==> src/rtl/divider_sched_pkg.sv <==
`default_nettype none
// ============================================================================
// Module  : divider_sched_pkg
// Brief   : Shared types, defaults and helpers for the divider scheduler.
// Revision: 1.0 - initial release
// ============================================================================
package divider_sched_pkg;

    localparam int DEFAULT_NUM_REQ         = 4;
    localparam int DEFAULT_DATA_LEN        = 32;
    localparam int DEFAULT_PIPELINE_STATE  = 10;
    localparam int DEFAULT_MAX_OUTSTANDING = 4;

    function automatic int clog2_min1(input int n);
        return (n > 1) ? $clog2(n) : 1;
    endfunction

    localparam int TAG_W    = clog2_min1(DEFAULT_NUM_REQ);
    localparam int CREDIT_W = $clog2(DEFAULT_MAX_OUTSTANDING + 1);

    // Types describe the default build; instances size their own copies.
    typedef logic [TAG_W-1:0]    t_tag;
    typedef logic [CREDIT_W-1:0] t_credit;

    typedef struct packed {
        logic valid;
        t_tag tag;
        logic dbz;
    } t_tag_stage;

endpackage : divider_sched_pkg
`default_nettype wire

==> src/rtl/divider_sched_rsp_fifo.sv <==
`default_nettype none
// ============================================================================
// Module  : divider_sched_rsp_fifo
// Brief   : First-word-fall-through response FIFO, one per requester.
// Revision: 1.0 - initial release
// ============================================================================
module divider_sched_rsp_fifo
    import divider_sched_pkg::*;
#(
    parameter int WIDTH = DEFAULT_DATA_LEN + 1,
    parameter int DEPTH = DEFAULT_MAX_OUTSTANDING
) (
    input  logic             clk,
    input  logic             reset,
    input  logic             clear,
    input  logic             push,
    input  logic [WIDTH-1:0] push_data,
    output logic             valid,
    input  logic             ready,
    output logic [WIDTH-1:0] data
);

    localparam int PTR_W = clog2_min1(DEPTH);
    localparam int CNT_W = $clog2(DEPTH + 1);
    localparam logic [PTR_W-1:0] c_last_ptr = PTR_W'(DEPTH - 1);
    localparam logic [CNT_W-1:0] c_depth    = CNT_W'(DEPTH);

    logic [WIDTH-1:0] r_mem [DEPTH];
    logic [PTR_W-1:0] r_wr_ptr;
    logic [PTR_W-1:0] r_rd_ptr;
    logic [CNT_W-1:0] r_count;
    logic             w_full;
    logic             w_push;
    logic             w_pop;

    assign valid  = (r_count != '0);
    assign w_full = (r_count == c_depth);
    assign w_push = push && !w_full;
    assign w_pop  = valid && ready;
    assign data   = r_mem[r_rd_ptr];

    always_ff @(posedge clk) begin
        if (w_push) begin
            r_mem[r_wr_ptr] <= push_data;
        end
    end

    always_ff @(posedge clk) begin
        if (reset || clear) begin
            r_wr_ptr <= '0;
            r_rd_ptr <= '0;
            r_count  <= '0;
        end else begin
            if (w_push) begin
                r_wr_ptr <= (r_wr_ptr == c_last_ptr) ? '0 : r_wr_ptr + 1'b1;
            end
            if (w_pop) begin
                r_rd_ptr <= (r_rd_ptr == c_last_ptr) ? '0 : r_rd_ptr + 1'b1;
            end
            case ({w_push, w_pop})
                2'b10:   r_count <= r_count + 1'b1;
                2'b01:   r_count <= r_count - 1'b1;
                default: ;
            endcase
        end
    end

    // The credit limit keeps captures away from a full FIFO.
    a_no_overflow: assert property (@(posedge clk) disable iff (reset) !(push && w_full));

endmodule : divider_sched_rsp_fifo
`default_nettype wire

==> src/rtl/divider_scheduler.sv <==
`default_nettype none
// ============================================================================
// Module  : divider_scheduler
// Brief   : Round-robin sharing of one pipelined divider among requesters.
// Revision: 1.0 - initial release
// ============================================================================
module divider_scheduler
    import divider_sched_pkg::*;
#(
    parameter int NUM_REQ         = DEFAULT_NUM_REQ,
    parameter int DATA_LEN        = DEFAULT_DATA_LEN,
    parameter int PIPELINE_STATE  = DEFAULT_PIPELINE_STATE,
    parameter int MAX_OUTSTANDING = DEFAULT_MAX_OUTSTANDING
) (
    input  logic                         clk,
    input  logic                         reset,
    input  logic                         flush,
    input  logic [NUM_REQ-1:0]           req_valid,
    output logic [NUM_REQ-1:0]           req_ready,
    input  logic [NUM_REQ*DATA_LEN-1:0]  req_a,
    input  logic [NUM_REQ*DATA_LEN-1:0]  req_b,
    output logic [NUM_REQ-1:0]           rsp_valid,
    input  logic [NUM_REQ-1:0]           rsp_ready,
    output logic [NUM_REQ*DATA_LEN-1:0]  rsp_data,
    output logic [NUM_REQ-1:0]           rsp_dbz,
    output logic                         div_reset,
    output logic [DATA_LEN-1:0]          div_a,
    output logic [DATA_LEN-1:0]          div_b,
    input  logic [DATA_LEN-1:0]          div_result,
    output logic                         busy
);

    localparam int REQ_TAG_W    = clog2_min1(NUM_REQ);
    localparam int REQ_CREDIT_W = $clog2(MAX_OUTSTANDING + 1);
    localparam int LAT          = PIPELINE_STATE;

    typedef logic [REQ_TAG_W-1:0]    t_req_tag;
    typedef logic [REQ_CREDIT_W-1:0] t_req_credit;

    typedef struct packed {
        logic     valid;
        t_req_tag tag;
        logic     dbz;
    } t_stage;

    localparam t_req_tag    c_last_tag   = t_req_tag'(NUM_REQ - 1);
    localparam t_req_credit c_max_credit = t_req_credit'(MAX_OUTSTANDING);

    logic                r_flush_d1;
    t_req_tag            r_rr_ptr;
    t_req_credit         r_outstanding [NUM_REQ];
    t_stage              r_stage [LAT+1];
    logic [DATA_LEN-1:0] r_div_a;
    logic [DATA_LEN-1:0] r_div_b;

    logic [NUM_REQ-1:0]  w_eligible;
    logic [NUM_REQ-1:0]  w_grant;
    logic [NUM_REQ-1:0]  w_pop;
    t_req_tag            w_grant_tag;
    t_req_tag            w_scan;
    logic                w_hs;
    logic [DATA_LEN-1:0] w_sel_a;
    logic [DATA_LEN-1:0] w_sel_b;
    t_stage              w_cap;
    logic                w_pipe_busy;

    assign div_reset = reset | flush | r_flush_d1;
    assign div_a     = r_div_a;
    assign div_b     = r_div_b;
    assign req_ready = w_grant;
    assign w_pop     = rsp_valid & rsp_ready;
    assign w_cap     = r_stage[LAT];

    // Grants are held off while the divider itself is being reset.
    always_comb begin
        for (int i = 0; i < NUM_REQ; i++) begin
            w_eligible[i] = req_valid[i] && (r_outstanding[i] < c_max_credit)
                            && !flush && !r_flush_d1 && !reset;
        end
    end

    always_comb begin
        w_grant     = '0;
        w_grant_tag = '0;
        w_hs        = 1'b0;
        w_scan      = '0;
        for (int k = 0; k < NUM_REQ; k++) begin
            w_scan = t_req_tag'((int'(r_rr_ptr) + k) % NUM_REQ);
            if (!w_hs && w_eligible[w_scan]) begin
                w_hs        = 1'b1;
                w_grant_tag = w_scan;
            end
        end
        if (w_hs) begin
            w_grant[w_grant_tag] = 1'b1;
        end
    end

    always_comb begin
        w_sel_a = '0;
        w_sel_b = '0;
        for (int i = 0; i < NUM_REQ; i++) begin
            if (w_grant[i]) begin
                w_sel_a = req_a[i*DATA_LEN +: DATA_LEN];
                w_sel_b = req_b[i*DATA_LEN +: DATA_LEN];
            end
        end
    end

    always_ff @(posedge clk) begin
        if (reset) begin
            r_flush_d1 <= 1'b0;
            r_rr_ptr   <= '0;
            r_div_a    <= '0;
            r_div_b    <= '0;
        end else begin
            r_flush_d1 <= flush;
            r_div_a    <= w_hs ? w_sel_a : '0;
            r_div_b    <= w_hs ? w_sel_b : '0;
            if (w_hs) begin
                r_rr_ptr <= (w_grant_tag == c_last_tag) ? '0 : w_grant_tag + 1'b1;
            end
        end
    end

    // Stage 0 moves with div_a, so stage LAT lines up with div_result.
    always_ff @(posedge clk) begin
        if (reset || flush) begin
            for (int s = 0; s <= LAT; s++) begin
                r_stage[s] <= '0;
            end
        end else begin
            r_stage[0] <= '{valid: w_hs, tag: w_grant_tag, dbz: w_hs && (w_sel_b == '0)};
            for (int s = 1; s <= LAT; s++) begin
                r_stage[s] <= r_stage[s-1];
            end
        end
    end

    always_ff @(posedge clk) begin
        if (reset || flush) begin
            for (int i = 0; i < NUM_REQ; i++) begin
                r_outstanding[i] <= '0;
            end
        end else begin
            for (int i = 0; i < NUM_REQ; i++) begin
                case ({w_grant[i], w_pop[i]})
                    2'b10:   r_outstanding[i] <= r_outstanding[i] + 1'b1;
                    2'b01:   r_outstanding[i] <= r_outstanding[i] - 1'b1;
                    default: ;
                endcase
            end
        end
    end

    for (genvar i = 0; i < NUM_REQ; i++) begin : g_rsp
        logic                w_push;
        logic [DATA_LEN:0]   w_head;

        assign w_push = w_cap.valid && (w_cap.tag == t_req_tag'(i));

        divider_sched_rsp_fifo #(
            .WIDTH (DATA_LEN + 1),
            .DEPTH (MAX_OUTSTANDING)
        ) u_fifo (
            .clk       (clk),
            .reset     (reset),
            .clear     (flush),
            .push      (w_push),
            .push_data ({w_cap.dbz, div_result}),
            .valid     (rsp_valid[i]),
            .ready     (rsp_ready[i]),
            .data      (w_head)
        );

        assign rsp_data[i*DATA_LEN +: DATA_LEN] = w_head[DATA_LEN-1:0];
        assign rsp_dbz[i]                       = w_head[DATA_LEN];
    end

    always_comb begin
        w_pipe_busy = 1'b0;
        for (int s = 0; s <= LAT; s++) begin
            w_pipe_busy = w_pipe_busy | r_stage[s].valid;
        end
    end

    assign busy = w_pipe_busy | (|rsp_valid);

endmodule : divider_scheduler
`default_nettype wire

==> config.mk <==
export PLATFORM = sky130hd
export DESIGN_NAME = divider_scheduler
export DESIGN_NICKNAME = d
export VERILOG_FILES = /design/src/rtl/divider_sched_pkg.sv /design/src/rtl/divider_sched_rsp_fifo.sv /design/src/rtl/divider_scheduler.sv
export SDC_FILE = /design/constraint.sdc
export NUM_CORES = 1
export LEC_CHECK = 0
export CAP_MARGIN = 30
export CORE_ASPECT_RATIO = 0.8
export CORE_MARGIN = 2
export CORE_UTILIZATION = 25
export CTS_CLUSTER_SIZE = 25
export DETAILED_ROUTE_END_ITERATION = 8
export PLACE_DENSITY_LB_ADDON = 0.05
export SLEW_MARGIN = 25
export SYNTH_ARGS = -nofsm -noshare
export SYNTH_HDL_FRONTEND = slang
export SYNTH_SLANG_ARGS = --single-unit
==> constraint.sdc <==
create_clock -name clk -period 3.9 [get_ports clk]
set_input_delay 0.585 -clock clk [delete_from_list [all_inputs] [get_ports clk]]
set_output_delay 0.585 -clock clk [all_outputs]
set_load 0.01 [all_outputs]
==> metrics.txt <==
# nets final=2405; cells after synthesis=1472; CTS Buf Count=77; synthesized cell area=26200 sq um; All-Layer GR Usage=0.161; worst slew pin tran=908 ps; largest net degree at the start of global routing=36; Pre-antenna DRT Iters=5; Crit. End Element=output port; Port-buffer cells=504; Slew headroom=0.395; fmax=269 MHz; IO Pins=505; layout cells sized above 1=0.180; number of flops mapped to enable cells by yosys=540; Setup Viol. Count Final=0; yosys warns=0; Worst Hold Depth=1; maximum root-to-sink buffer count=3; TritonCTS clock tree=yes; Mapped Avg Cell Area=17.8 sq um; Initial Util=0.251; Worst EP required=3310 ps; period utilisation layout=0.952; Clk pin slew, worst setup/hold paths=60 ps; Area Overhead vs Synth=38.4%; footprint of the multi-input gates=6520 sq um; core area=104000 sq um; RSZ-0062 raised after global routing=no; Post-Place Setup Slack=-422 ps; R2R Path End=r_stage[0][0]$_SDFF_PN0_; vias in the first global route=17.1k; MaxCap Viol Count=0; Critical Path AT=3130 ps; CTS Sinks=687; Synth cell types=53; Buf/Inv on CP=6; Clk Latency, worst-skew pair=620 ps; fin worst setup slack=186 ps; Reg-to-Reg Start=r_outstanding[1][2]$_SDFFCE_PN0P_; post-synthesis sequential area ratio=0.731; P_leak=11.8 nW; Power Density=438 nW/um^2; fill count=10.0k; initial antenna violation count=7; vias per cell=4.46; Crit path max-delay family=buffers and inverters; Placer Congestion=0.839; Setup Buffers After CTS=0; startpoint of the worst hold path=r_stage[6][0]$_SDFF_PN0_; Die Span X=366 microns; M1 WL=36500 microns; DR WL met3=5630 microns; Reg2Reg Depth=14; FF+latch count, synth=687; die height=294 microns; worst-path cell chain=clkdlybuf4s50_1 -> nor3_4 -> inv_1 -> nor2_1 -> a31o_2 -> a21o_1 -> a21oi_2 -> inv_1 -> ha_2 -> buf_12 -> and2_2 -> buf_12 -> dlygate4sd2_1; worst hold margin=418 ps; kind of critical path=input port to output port; Hold EP=r_stage[7][0]$_SDFF_PN0_; Setup Skew=14.7 ps; FP Rows=106; Final Util=0.348; Slew Limit Fails=0; max incr delay on CP=530 ps; post-DP HPWL=60100 microns; r2r setup slk=390 ps; Post-Route WL=87200 microns; post-synthesis async set-or-reset flop share=0; register area=19200 sq um; maximum fanout along the worst path=15; via count=15.8k; final hold violations=0; most frequent cells in the layout=edfxtp_1 (540), clkdlybuf4s50_1 (500), dfxtp_1 (139); Top Metal Used=met5; status=finished clean; initial DRC count=1082; CTS HTree Levels=3; GRT Residual Overflow=0; die area=107000 sq um; startpoint types=input port; met2 WL post-DR=43000 microns; antenna-violating nets left=0; most common cell after layout, fill and taps aside=edfxtp_1; post-layout min period=3710 ps; WL per Instance=24.7 microns; main flop type after synthesis=edfxtp_1; slowest CP cell=clkdlybuf4s50_1; CTS Root Cell=clkbuf_16; Worst VDD drop=0.291 mV; global-route wire length before repair=124000 microns; Remaining DRCs=0; type of the tightest min-delay check=flop to flop; Tot Pwr=15.9 mW; Synthesized Nets=1808
cell usage after synthesis (5+ instances only):
cell / count / area (sq um)
edfxtp_1: 540 / 16200
dfxtp_1: 147 / 2940
mux4_2: 132 / 2970
inv_1: 67 / 251
a22oi_1: 64 / 480
and2_1: 58 / 363
clkbuf_1: 56 / 210
nor2_1: 46 / 173
o21ai_0: 42 / 210
a21oi_1: 36 / 180
ha_1: 30 / 375
a221oi_1: 29 / 254
nand2_1: 28 / 105
nor3b_1: 25 / 188
a2111oi_0: 20 / 175
buf_1: 18 / 67.6
nor3_1: 18 / 90.1
nor2b_1: 13 / 81.3
nor4_1: 11 / 68.8
or3_1: 10 / 62.6
nand3_1: 8 / 40.0
xor2_1: 8 / 70.1
fa_1: 7 / 140
buf_2: 5 / 25.0
xnor2_1: 5 / 43.8
flip-flops by register name, indices dropped and copies added (netlist names), named ones only:
register and cells:
g_rsp.u_fifo.r_rd_ptr 8, r_stage 44, g_rsp.u_fifo.r_mem 528, g_rsp.u_fifo.r_count 12
r_flush_d1 1, r_outstanding 12, r_rr_ptr 2, div_b 32
g_rsp.u_fifo.r_wr_ptr 8, div_a 32
cells by family (layout without fill, tap and decap cells):
kind of cell | Yosys count | count (layout) | share of synthesized area
other | 0 | 5 | 0
buffers and inverters | 152 | 810 | 0.0226
flip-flops | 687 | 687 | 0.731
multiplexers | 136 | 136 | 0.115
XOR/XNOR | 13 | 13 | 0.00435
adder cells (fa/ha/maj) | 37 | 37 | 0.0197
AND/OR/NAND/NOR | 232 | 232 | 0.0491
AO/OA/AOI/OAI | 215 | 215 | 0.0577
worst max-delay path by stage:
stage	startpoint	to	slack [ps]	cells past startpoint
6_report	flush	req_ready[1]	190	13
5_1_grt	flush	req_ready[1]	8	14
4_1_cts	flush	req_ready[0]	50	14
3_5_place_dp	flush	r_stage[0][0]$_SDFF_PN0_	-420	17
3_3_place_gp	flush	r_stage[0][0]$_SDFF_PN0_	-370	17
2_1_floorplan	flush	r_outstanding[1][2]$_SDFFCE_PN0P_	230	18
metal layers:
layer	vias up	global-route usage
li1	7038	-
met3	118	0.0465
met4	4	0.0427
met2	519	0.275
met5	-	0
met1	8092	0.198
report_power, final:
part           switching (mW)  internal, mW  leakage (nW)
Clock                    2.99          4.15          1.20
Combinational           0.354         0.447          4.46
Sequential             0.0212          7.92          6.11
Total                    3.37          12.5          11.8
per-stage QoR:
stage          TNS [ps]  instances  instance area, sq um
3_3_place_gp      -4390       3394                 33700
3_5_place_dp      -2140       3394                 33700
2_1_floorplan         0       1472                 26200
4_1_cts               0       3534                 36200
6_report              0       3539                 36300
5_1_grt               0       3538                 36200
repair_timing:
item	4_1_cts	5_1_grt
pin swaps	1	3
hold endpoints to repair	0	0
setup endpoints to repair	4	3
resized for setup	16	4
hold buffers	0	0
layout make-up:
type / count / share of cell area
sequential: 687 / 0.529
multi-input combinational: 633 / 0.180
timing repair buffer: 602 / 0.168
clock buffer: 105 / 0.0586
tap: 1404 / 0.0485
clock inverter: 35 / 0.00877
inverter: 68 / 0.00704
antenna: 5 / 0.000345
Power figures use the tool's default switching activity.
